===== src/rtl/mem_req_arbiter_if.sv =====
// Bus bundle for mem_req_arbiter: I requester, D requester and memory port.
// slave faces the arbiter; master faces the requesters and memory.
interface mem_req_arbiter_if #(
  parameter int ADDR_W = 32,
  parameter int DATA_W = 32
);
  logic              i_valid;
  logic              i_ready;
  logic [ADDR_W-1:0] i_addr;
  logic              i_resp_valid;
  logic [DATA_W-1:0] i_resp_rdata;
  logic              i_resp_err;

  logic                d_valid;
  logic                d_ready;
  logic [ADDR_W-1:0]   d_addr;
  logic                d_wen;
  logic [DATA_W-1:0]   d_wdata;
  logic [DATA_W/8-1:0] d_wmask;
  logic                d_resp_valid;
  logic [DATA_W-1:0]   d_resp_rdata;
  logic                d_resp_err;

  logic                m_valid;
  logic                m_ready;
  logic [ADDR_W-1:0]   m_addr;
  logic                m_wen;
  logic [DATA_W-1:0]   m_wdata;
  logic [DATA_W/8-1:0] m_wmask;
  logic                m_resp_valid;
  logic [DATA_W-1:0]   m_resp_rdata;

  modport slave (
    input  i_valid, i_addr,
    output i_ready, i_resp_valid,
    output i_resp_rdata, i_resp_err,
    input  d_valid, d_addr, d_wen,
    input  d_wdata, d_wmask,
    output d_ready, d_resp_valid,
    output d_resp_rdata, d_resp_err,
    output m_valid, m_addr, m_wen,
    output m_wdata, m_wmask,
    input  m_ready, m_resp_valid,
    input  m_resp_rdata
  );

  modport master (
    output i_valid, i_addr,
    input  i_ready, i_resp_valid,
    input  i_resp_rdata, i_resp_err,
    output d_valid, d_addr, d_wen,
    output d_wdata, d_wmask,
    input  d_ready, d_resp_valid,
    input  d_resp_rdata, d_resp_err,
    input  m_valid, m_addr, m_wen,
    input  m_wdata, m_wmask,
    output m_ready, m_resp_valid,
    output m_resp_rdata
  );
endinterface


===== src/rtl/mem_req_arbiter.sv =====
// Round-robin I/D arbiter for one memory port, one outstanding request.
// Optional perf counters: define MEM_ARB_PERF_EN.
module mem_req_arbiter #(
  parameter int ADDR_W = 32,
  parameter int DATA_W = 32,
  parameter logic [ADDR_W-1:0] MEM_BASE = 32'h0000_0000,
  parameter logic [ADDR_W-1:0] MEM_LAST = 32'h0000_FFFF
) (
  input  logic clk,
  input  logic reset,
`ifdef MEM_ARB_PERF_EN
  output logic [31:0] perf_i_grants,
  output logic [31:0] perf_d_grants,
  output logic [31:0] perf_errors,
`endif
  mem_req_arbiter_if.slave bus
);
  localparam int MW = DATA_W / 8;
  localparam logic [ADDR_W-1:0] SPAN =
    MEM_LAST - MEM_BASE;

  typedef enum logic [1:0] {
    IDLE, ISSUE, WAIT, ERR
  } state_e;

  state_e            state_q;
  logic              owner_q;
  logic              last_q;
  logic [ADDR_W-1:0] addr_q;
  logic              wen_q;
  logic [DATA_W-1:0] wdata_q;
  logic [MW-1:0]     wmask_q;
  logic              m_valid_q;
  logic              i_rv_q, d_rv_q;
  logic              i_err_q, d_err_q;
  logic [DATA_W-1:0] i_rdata_q, d_rdata_q;

  logic              free;
  logic              gnt_i, gnt_d, grant;
  logic              ok;
  logic [ADDR_W-1:0] sel_addr, off;

  // owner_q/last_q: 1 = D, 0 = I
  assign free  = (state_q == IDLE)
               && !i_rv_q && !d_rv_q;
  assign gnt_i = free && bus.i_valid
               && (!bus.d_valid || last_q);
  assign gnt_d = free && bus.d_valid
               && (!bus.i_valid || !last_q);
  assign grant = gnt_i || gnt_d;

  assign sel_addr = gnt_d ? bus.d_addr
                          : bus.i_addr;
  // wrap-around offset folds both bounds
  assign off = sel_addr - MEM_BASE;
  assign ok  = (sel_addr[1:0] == 2'b00)
             && (off <= SPAN);

  assign bus.i_ready      = gnt_i;
  assign bus.d_ready      = gnt_d;
  assign bus.m_valid      = m_valid_q;
  assign bus.m_addr       = addr_q;
  assign bus.m_wen        = wen_q;
  assign bus.m_wdata      = wdata_q;
  assign bus.m_wmask      = wmask_q;
  assign bus.i_resp_valid = i_rv_q;
  assign bus.i_resp_err   = i_err_q;
  assign bus.i_resp_rdata = i_rdata_q;
  assign bus.d_resp_valid = d_rv_q;
  assign bus.d_resp_err   = d_err_q;
  assign bus.d_resp_rdata = d_rdata_q;

  always_ff @(posedge clk or posedge reset) begin
    if (reset) begin
      state_q   <= IDLE;
      owner_q   <= 1'b0;
      last_q    <= 1'b1;
      addr_q    <= '0;
      wen_q     <= 1'b0;
      wdata_q   <= '0;
      wmask_q   <= '0;
      m_valid_q <= 1'b0;
      i_rv_q    <= 1'b0;
      d_rv_q    <= 1'b0;
      i_err_q   <= 1'b0;
      d_err_q   <= 1'b0;
      i_rdata_q <= '0;
      d_rdata_q <= '0;
    end else begin
      i_rv_q    <= 1'b0;
      d_rv_q    <= 1'b0;
      i_err_q   <= 1'b0;
      d_err_q   <= 1'b0;
      i_rdata_q <= '0;
      d_rdata_q <= '0;
      unique case (state_q)
        IDLE: if (grant) begin
          owner_q <= gnt_d;
          last_q  <= gnt_d;
          addr_q  <= sel_addr;
          wen_q   <= gnt_d && bus.d_wen;
          wdata_q <= gnt_d ? bus.d_wdata : '0;
          wmask_q <= gnt_d ? bus.d_wmask : '0;
          if (ok) begin
            state_q   <= ISSUE;
            m_valid_q <= 1'b1;
          end else begin
            state_q <= ERR;
            i_rv_q  <= gnt_i;
            i_err_q <= gnt_i;
            d_rv_q  <= gnt_d;
            d_err_q <= gnt_d;
          end
        end
        ISSUE: if (bus.m_ready) begin
          m_valid_q <= 1'b0;
          state_q   <= WAIT;
        end
        WAIT: if (bus.m_resp_valid) begin
          state_q <= IDLE;
          if (owner_q) begin
            d_rv_q    <= 1'b1;
            d_rdata_q <= bus.m_resp_rdata;
          end else begin
            i_rv_q    <= 1'b1;
            i_rdata_q <= bus.m_resp_rdata;
          end
        end
        ERR:     state_q <= IDLE;
        default: state_q <= IDLE;
      endcase
    end
  end

`ifdef MEM_ARB_PERF_EN
  always_ff @(posedge clk or posedge reset) begin
    if (reset) begin
      perf_i_grants <= '0;
      perf_d_grants <= '0;
      perf_errors   <= '0;
    end else begin
      if (gnt_i && (perf_i_grants != '1))
        perf_i_grants <= perf_i_grants + 1;
      if (gnt_d && (perf_d_grants != '1))
        perf_d_grants <= perf_d_grants + 1;
      if (grant && !ok && (perf_errors != '1))
        perf_errors <= perf_errors + 1;
    end
  end
`endif

`ifndef SYNTHESIS
  a_resp_in_wait: assert property (
    @(posedge clk) disable iff (reset)
    bus.m_resp_valid |-> state_q == WAIT);
  a_one_resp: assert property (
    @(posedge clk) disable iff (reset)
    !(i_rv_q && d_rv_q));
`endif
endmodule

===== src/flat_wrapper.sv =====
// flat-port wrapper written by rule: the top's interface ports become plain ports
module mem_req_arbiter_flat 
#(
  parameter int ADDR_W = 32,
  parameter int DATA_W = 32,
  parameter logic [ADDR_W-1:0] MEM_BASE = 32'h0000_0000,
  parameter logic [ADDR_W-1:0] MEM_LAST = 32'h0000_FFFF
)
  (clk, reset, bus_i_valid, bus_i_addr, bus_i_ready, bus_i_resp_valid, bus_i_resp_rdata, bus_i_resp_err, bus_d_valid, bus_d_addr, bus_d_wen, bus_d_wdata, bus_d_wmask, bus_d_ready, bus_d_resp_valid, bus_d_resp_rdata, bus_d_resp_err, bus_m_valid, bus_m_addr, bus_m_wen, bus_m_wdata, bus_m_wmask, bus_m_ready, bus_m_resp_valid, bus_m_resp_rdata);
  mem_req_arbiter_if #(.ADDR_W(ADDR_W), .DATA_W(DATA_W)) bus_i ();
  input  logic clk;
  input  logic reset;
  input wire logic [$bits(bus_i.i_valid)-1:0] bus_i_valid;
  input wire logic [$bits(bus_i.i_addr)-1:0] bus_i_addr;
  output wire logic [$bits(bus_i.i_ready)-1:0] bus_i_ready;
  output wire logic [$bits(bus_i.i_resp_valid)-1:0] bus_i_resp_valid;
  output wire logic [$bits(bus_i.i_resp_rdata)-1:0] bus_i_resp_rdata;
  output wire logic [$bits(bus_i.i_resp_err)-1:0] bus_i_resp_err;
  input wire logic [$bits(bus_i.d_valid)-1:0] bus_d_valid;
  input wire logic [$bits(bus_i.d_addr)-1:0] bus_d_addr;
  input wire logic [$bits(bus_i.d_wen)-1:0] bus_d_wen;
  input wire logic [$bits(bus_i.d_wdata)-1:0] bus_d_wdata;
  input wire logic [$bits(bus_i.d_wmask)-1:0] bus_d_wmask;
  output wire logic [$bits(bus_i.d_ready)-1:0] bus_d_ready;
  output wire logic [$bits(bus_i.d_resp_valid)-1:0] bus_d_resp_valid;
  output wire logic [$bits(bus_i.d_resp_rdata)-1:0] bus_d_resp_rdata;
  output wire logic [$bits(bus_i.d_resp_err)-1:0] bus_d_resp_err;
  output wire logic [$bits(bus_i.m_valid)-1:0] bus_m_valid;
  output wire logic [$bits(bus_i.m_addr)-1:0] bus_m_addr;
  output wire logic [$bits(bus_i.m_wen)-1:0] bus_m_wen;
  output wire logic [$bits(bus_i.m_wdata)-1:0] bus_m_wdata;
  output wire logic [$bits(bus_i.m_wmask)-1:0] bus_m_wmask;
  input wire logic [$bits(bus_i.m_ready)-1:0] bus_m_ready;
  input wire logic [$bits(bus_i.m_resp_valid)-1:0] bus_m_resp_valid;
  input wire logic [$bits(bus_i.m_resp_rdata)-1:0] bus_m_resp_rdata;
  assign bus_i.i_valid = bus_i_valid;
  assign bus_i.i_addr = bus_i_addr;
  assign bus_i_ready = bus_i.i_ready;
  assign bus_i_resp_valid = bus_i.i_resp_valid;
  assign bus_i_resp_rdata = bus_i.i_resp_rdata;
  assign bus_i_resp_err = bus_i.i_resp_err;
  assign bus_i.d_valid = bus_d_valid;
  assign bus_i.d_addr = bus_d_addr;
  assign bus_i.d_wen = bus_d_wen;
  assign bus_i.d_wdata = bus_d_wdata;
  assign bus_i.d_wmask = bus_d_wmask;
  assign bus_d_ready = bus_i.d_ready;
  assign bus_d_resp_valid = bus_i.d_resp_valid;
  assign bus_d_resp_rdata = bus_i.d_resp_rdata;
  assign bus_d_resp_err = bus_i.d_resp_err;
  assign bus_m_valid = bus_i.m_valid;
  assign bus_m_addr = bus_i.m_addr;
  assign bus_m_wen = bus_i.m_wen;
  assign bus_m_wdata = bus_i.m_wdata;
  assign bus_m_wmask = bus_i.m_wmask;
  assign bus_i.m_ready = bus_m_ready;
  assign bus_i.m_resp_valid = bus_m_resp_valid;
  assign bus_i.m_resp_rdata = bus_m_resp_rdata;
  mem_req_arbiter #(.ADDR_W(ADDR_W), .DATA_W(DATA_W), .MEM_BASE(MEM_BASE), .MEM_LAST(MEM_LAST)) u_core (.clk(clk), .reset(reset), .bus(bus_i));
endmodule

===== config.mk =====
export PLATFORM = sky130hd
export DESIGN_NAME = mem_req_arbiter_flat
export DESIGN_NICKNAME = d
export VERILOG_FILES = /design/src/rtl/mem_req_arbiter_if.sv /design/src/rtl/mem_req_arbiter.sv /design/src/flat_wrapper.sv
export SDC_FILE = /design/constraint.sdc
export NUM_CORES = 1
export LEC_CHECK = 0
export CAP_MARGIN = 30
export CORE_MARGIN = 8
export CORE_UTILIZATION = 40
export DETAILED_ROUTE_END_ITERATION = 10
export PLACE_DENSITY = 0.81
export SLEW_MARGIN = 20
export SYNTH_ARGS = -nofsm -noshare
export SYNTH_HDL_FRONTEND = slang
export SYNTH_SLANG_ARGS = --single-unit

===== constraint.sdc =====
create_clock -name clk -period 13.6 [get_ports clk]
set_clock_uncertainty 0.2 [all_clocks]
set_input_delay 1.36 -clock clk [delete_from_list [all_inputs] [get_ports clk]]
set_output_delay 1.36 -clock clk [all_outputs]
set_load 0.01 [all_outputs]

; ---- Word-level counts from Yosys, hierarchy flattened
; Cells that the tools add are included.
[classes]
order_cmp = 1
n_eq_ne = 7
mux = 30
n_reduce_logical = 22
[op_table]
columns = cell, count
row1 = two-way mux 32 bit, 8
row2 = <= comparator 32 x 16 -> 1 bit (second input constant), 1
row3 = two-way mux 1 bit, 13
row4 = logical AND 1 bit, 8
row5 = two-way mux 2 bit, 4
row6 = one-hot mux 2 bit (4 select lines), 1
row7 = one-hot mux 1 bit (2 select lines), 3
row8 = zero test 1 bit, 5
row9 = equality test 2 bit (second input constant), 2
row10 = zero test 2 bit, 2
row11 = two-way mux 4 bit, 1
row12 = inequality test 2 x 1 -> 1 bit (second input constant), 2
row13 = inequality test 2 bit (second input constant), 2
row14 = AND reduction 4 bit, 1
row15 = logical OR 1 bit, 3
row16 = AND reduction 3 bit, 1
row17 = equality test 2 x 1 -> 1 bit (second input constant), 1
row18 = AND reduction 2 bit, 1
row19 = nonzero test 2 bit, 1
[totals]
ff_bits = 142
wordCells = 74

; ---- Logic depth before layout (Yosys ltp)
[depth]
depth_word = 11
ltp_mapped = 6
ltp_nobuf = 5

; ---- Least setup slack after synthesis
; No wires, ideal clock.
[synth_timing]
kind = input-to-output
from = input port bus_d_valid
to = output port bus_d_ready
t_arrival_ns = 2.151
required_ns = 12.040
path_slack_ns = 9.889
path_stages = 4
n_path_buf = 1
cell_sequence = a21boi_0 -> nand2_2 -> clkinv_2 -> buf_2
[synth_via]
elab_chain_len = 2
[synth_rtl]
columns = item, line
row1 = start: declaration, flat_wrapper.sv:19  ; input wire logic [$bits(bus_i.d_valid)-1:0] bus_d_valid;
row2 = logical AND 1 bit, mem_req_arbiter.sv:48  ; assign gnt_d = free && bus.d_valid
row3 = logical AND 1 bit, mem_req_arbiter.sv:49  ; && (!bus.i_valid || !last_q);
row4 = end: declaration, flat_wrapper.sv:24  ; output wire logic [$bits(bus_i.d_ready)-1:0] bus_d_ready;
; No other way between the ends.

; ---- Worst setup path in the final report
; Same ends and word-level chain as after synthesis.

==> results_dict.tcl <==
set metrics [dict create \
    grt_pass1_wl_um 26200 \
    initial_core_util_pct 40.5 \
    ioPinCount 279 \
    core.rowCount 42 \
    fill_cells 946 \
    p_leak_nw 3.97 \
    dp_hpwl_um 12600 \
    power_density_nw_per_um2 192 \
    worstPathRequired_ns 12.04 \
    cts.hold.buffers_added 0 \
    ys_ff_latch 142 \
    drt_iter0_markers 191 \
    start_kind "input pin" \
    clkLatencyLatePin_ns 0.41 \
    cts_setup_buffers 0 \
    path_clk_slew_ns 0.06 \
    cts_buffers 17 \
    hold_class "reg2reg" \
    hold_violations 0 \
    syn_to_final_growth_pct 66.5 \
    setup_viol_count_final 0 \
    dp.cells 845 \
    drcViolationCount 0 \
    final_nets 828 \
    ys_seq_area_share_pct 67.0 \
    yosysUniqueCellTypes 35 \
    crit_path_start "bus_d_valid" \
    grt_usage_pct 19.5 \
    synth_nets 549 \
    slew_viol_final 0 \
    period_needed_ns 5.83 \
    vias 4265 \
    maxCapViolCount 0 \
    antenna_found_initial 0 \
    synth_cells 410 \
    finalSetupTns_ns 0 \
    coreArea_um2 13100 \
    diodes 0 \
    post_drt_wl_per_cell_um 19.2 \
    die_x_um 131 \
    gp_congestion 0.853 \
    worst-slew-pin-transition_ns 0.809 \
    crit_type "in2out" \
    io_buffers 278 \
    r2r-start "u_core.state_q[0]$_DFFE_PP0P_" \
    hp-start "u_core.bus.m_addr[7]$_DFFE_PP0P_" \
    cts-root-buf "clkbuf_16" \
    vdd_drop_max_v 0.000120 \
    grt.overflow.total 0 \
    clockBufferDepth 2 \
    hold_depth 2 \
    drt_pre_antenna_iters 5 \
    worstPathArrival_ns 4.27 \
    cp-end-kind "output pin" \
    grt_max_degree 107 \
    reg2regPathDepth 6 \
    max_freq_mhz 172 \
    grt_pass1_vias 4640 \
    fin_crit_sh_pct 42.9 \
    viasPerCell 4.86 \
    synth-warning-count 0 \
    drive_gt1_share_pct 6.55 \
    route.antenna.remaining_nets 0 \
    drt_wl_total_um 16900 \
    rsz0062_at_grt "false" \
    h-tree-depth 4 \
    die_h_um 131 \
    finalNonFillerCells 878 \
    synth_area_um2 5300 \
    slew_headroom_pct 46.1 \
    cts_resized 0 \
    fin_hold_ws_ns 0.283 \
    path_max_fanout 55 \
    clock_sinks 142 \
    die_area_um2 17200 \
    syn_area_per_cell_um2 12.9 \
    cts_tree "yes" \
    outcome "completed" \
]
Yosys cell counts (all sizes together):
cell / instances / area share (%)
or2: 1 / 0.12
nand2: 40 / 2.9
a21o: 1 / 0.14
a211oi: 1 / 0.14
o21bai: 2 / 0.28
and2: 64 / 7.5
a22oi: 1 / 0.14
dfstp: 1 / 0.50
a21boi: 1 / 0.14
buf: 12 / 1.7
nor3: 1 / 0.094
o21ai: 35 / 3.4
and3: 1 / 0.12
nand2b: 3 / 0.35
dfrtp: 141 / 67
nor3b: 1 / 0.14
nand4: 1 / 0.12
inv: 2 / 0.14
clkbuf: 12 / 0.85
clkinv: 1 / 0.094
a2bb2o: 1 / 0.19
o21a: 1 / 0.14
a22o: 38 / 6.3
or4: 1 / 0.14
nor4: 8 / 1.2
mux2i: 32 / 6.0
nand3: 2 / 0.19
nor2: 4 / 0.28
nand3b: 1 / 0.14
cells by family (layout without fill, tap and decap cells):
kind of cell / Yosys count / after routing / synth area share [%]
compound gates: 81 / 81 / 10.8
buf+inv: 27 / 319 / 2.76
flops: 142 / 142 / 67.0
mux: 32 / 32 / 6.04
simple gates: 128 / 128 / 13.4
power by group:
group	leakage [nW]	internal (W)	switching [W]
logic	1.82	0.000344	0.000301
registers	1.88	0.000540	0.0000628
clock network	0.268	0.000270	0.000177
per-stage QoR:
step	power (W)	area, um^2	setup slack (ns)	utilization, %
final	0.00169	8830	7.77	67.5
after global routing	0.00179	8830	7.62	67.5
after CTS	0.00171	8810	7.78	67.3
after detailed placement	0.00125	8230	7.81	62.9
after global placement	0.00123	8230	7.93	62.9
after floorplan	0.000915	5300	8.23	-
critical path, stage by stage:
cell and delay [ns]:
clkdlybuf4s50_1 0.57, a21boi_0 0.46, nand2_2 0.45, clkinv_2 0.11, buf_4 0.56, clkdlybuf4s50_1 0.69
path summary, 6_finish.rpt:
check                                                   endpoint  slack [ns]
setup / recovery                                     bus_d_ready        7.77
hold reg to reg                 u_core.bus.m_addr[7]$_DFFE_PP0P_        0.28
max in group asynchronous  u_core.bus.i_resp_rdata[16]$_DFF_PP0_       10.64
setup reg to reg                u_core.bus.m_addr[4]$_DFFE_PP0P_       10.72
min in group asynchronous      u_core.bus.m_wdata[5]$_DFFE_PP0P_        1.24
hold / removal                  u_core.bus.m_addr[7]$_DFFE_PP0P_        0.28
state kept, by name, summed over array words and instances, names as in the netlist:
| register | cells |
|---|---|
| u_core.state_q | 2 |
| u_core.bus.d_resp_valid | 1 |
| u_core.bus.i_resp_rdata | 32 |
| u_core.bus.d_resp_err | 1 |
| u_core.owner_q | 1 |
| u_core.bus.m_wen | 1 |
| u_core.bus.m_wdata | 32 |
| u_core.bus.m_addr | 32 |
| u_core.last_q | 1 |
| u_core.bus.m_wmask | 4 |
| u_core.bus.i_resp_err | 1 |
| u_core.bus.d_resp_rdata | 32 |
| u_core.bus.i_resp_valid | 1 |
| u_core.bus.m_valid | 1 |
cell usage in the layout (no fill, tap or decap), drive strengths merged, types with 5 or more instances in the layout:
cell type,synthesis,layout
clkdlybuf4s50,0,278
dfrtp,141,141
and2,64,64
nand2,40,40
a22o,38,38
o21ai,35,35
mux2i,32,32
clkbuf,12,18
nor4,8,8
clkinv,1,6
buf,12,6
clkinvlp,0,5
layout make-up:
class	instances	area (um^2)	share of cell area, %
timing repair buffer	284	2850	32.2
sequential	142	3550	40.2
clock buffer	18	429	4.86
clock inverter	14	144	1.63
multi-input combinational	241	1620	18.3
tap	176	220	2.49
inverter	3	17.5	0.198
routing by layer:
metal	track usage [%]	part of all wire, %	up-vias
met4	6.58	1.3	0
met5	0	0	-
li1	-	-	1980
met2	32.9	50	196
met3	9.07	9.5	18
met1	21.3	39	2071
Power figures use the tool's default switching activity.
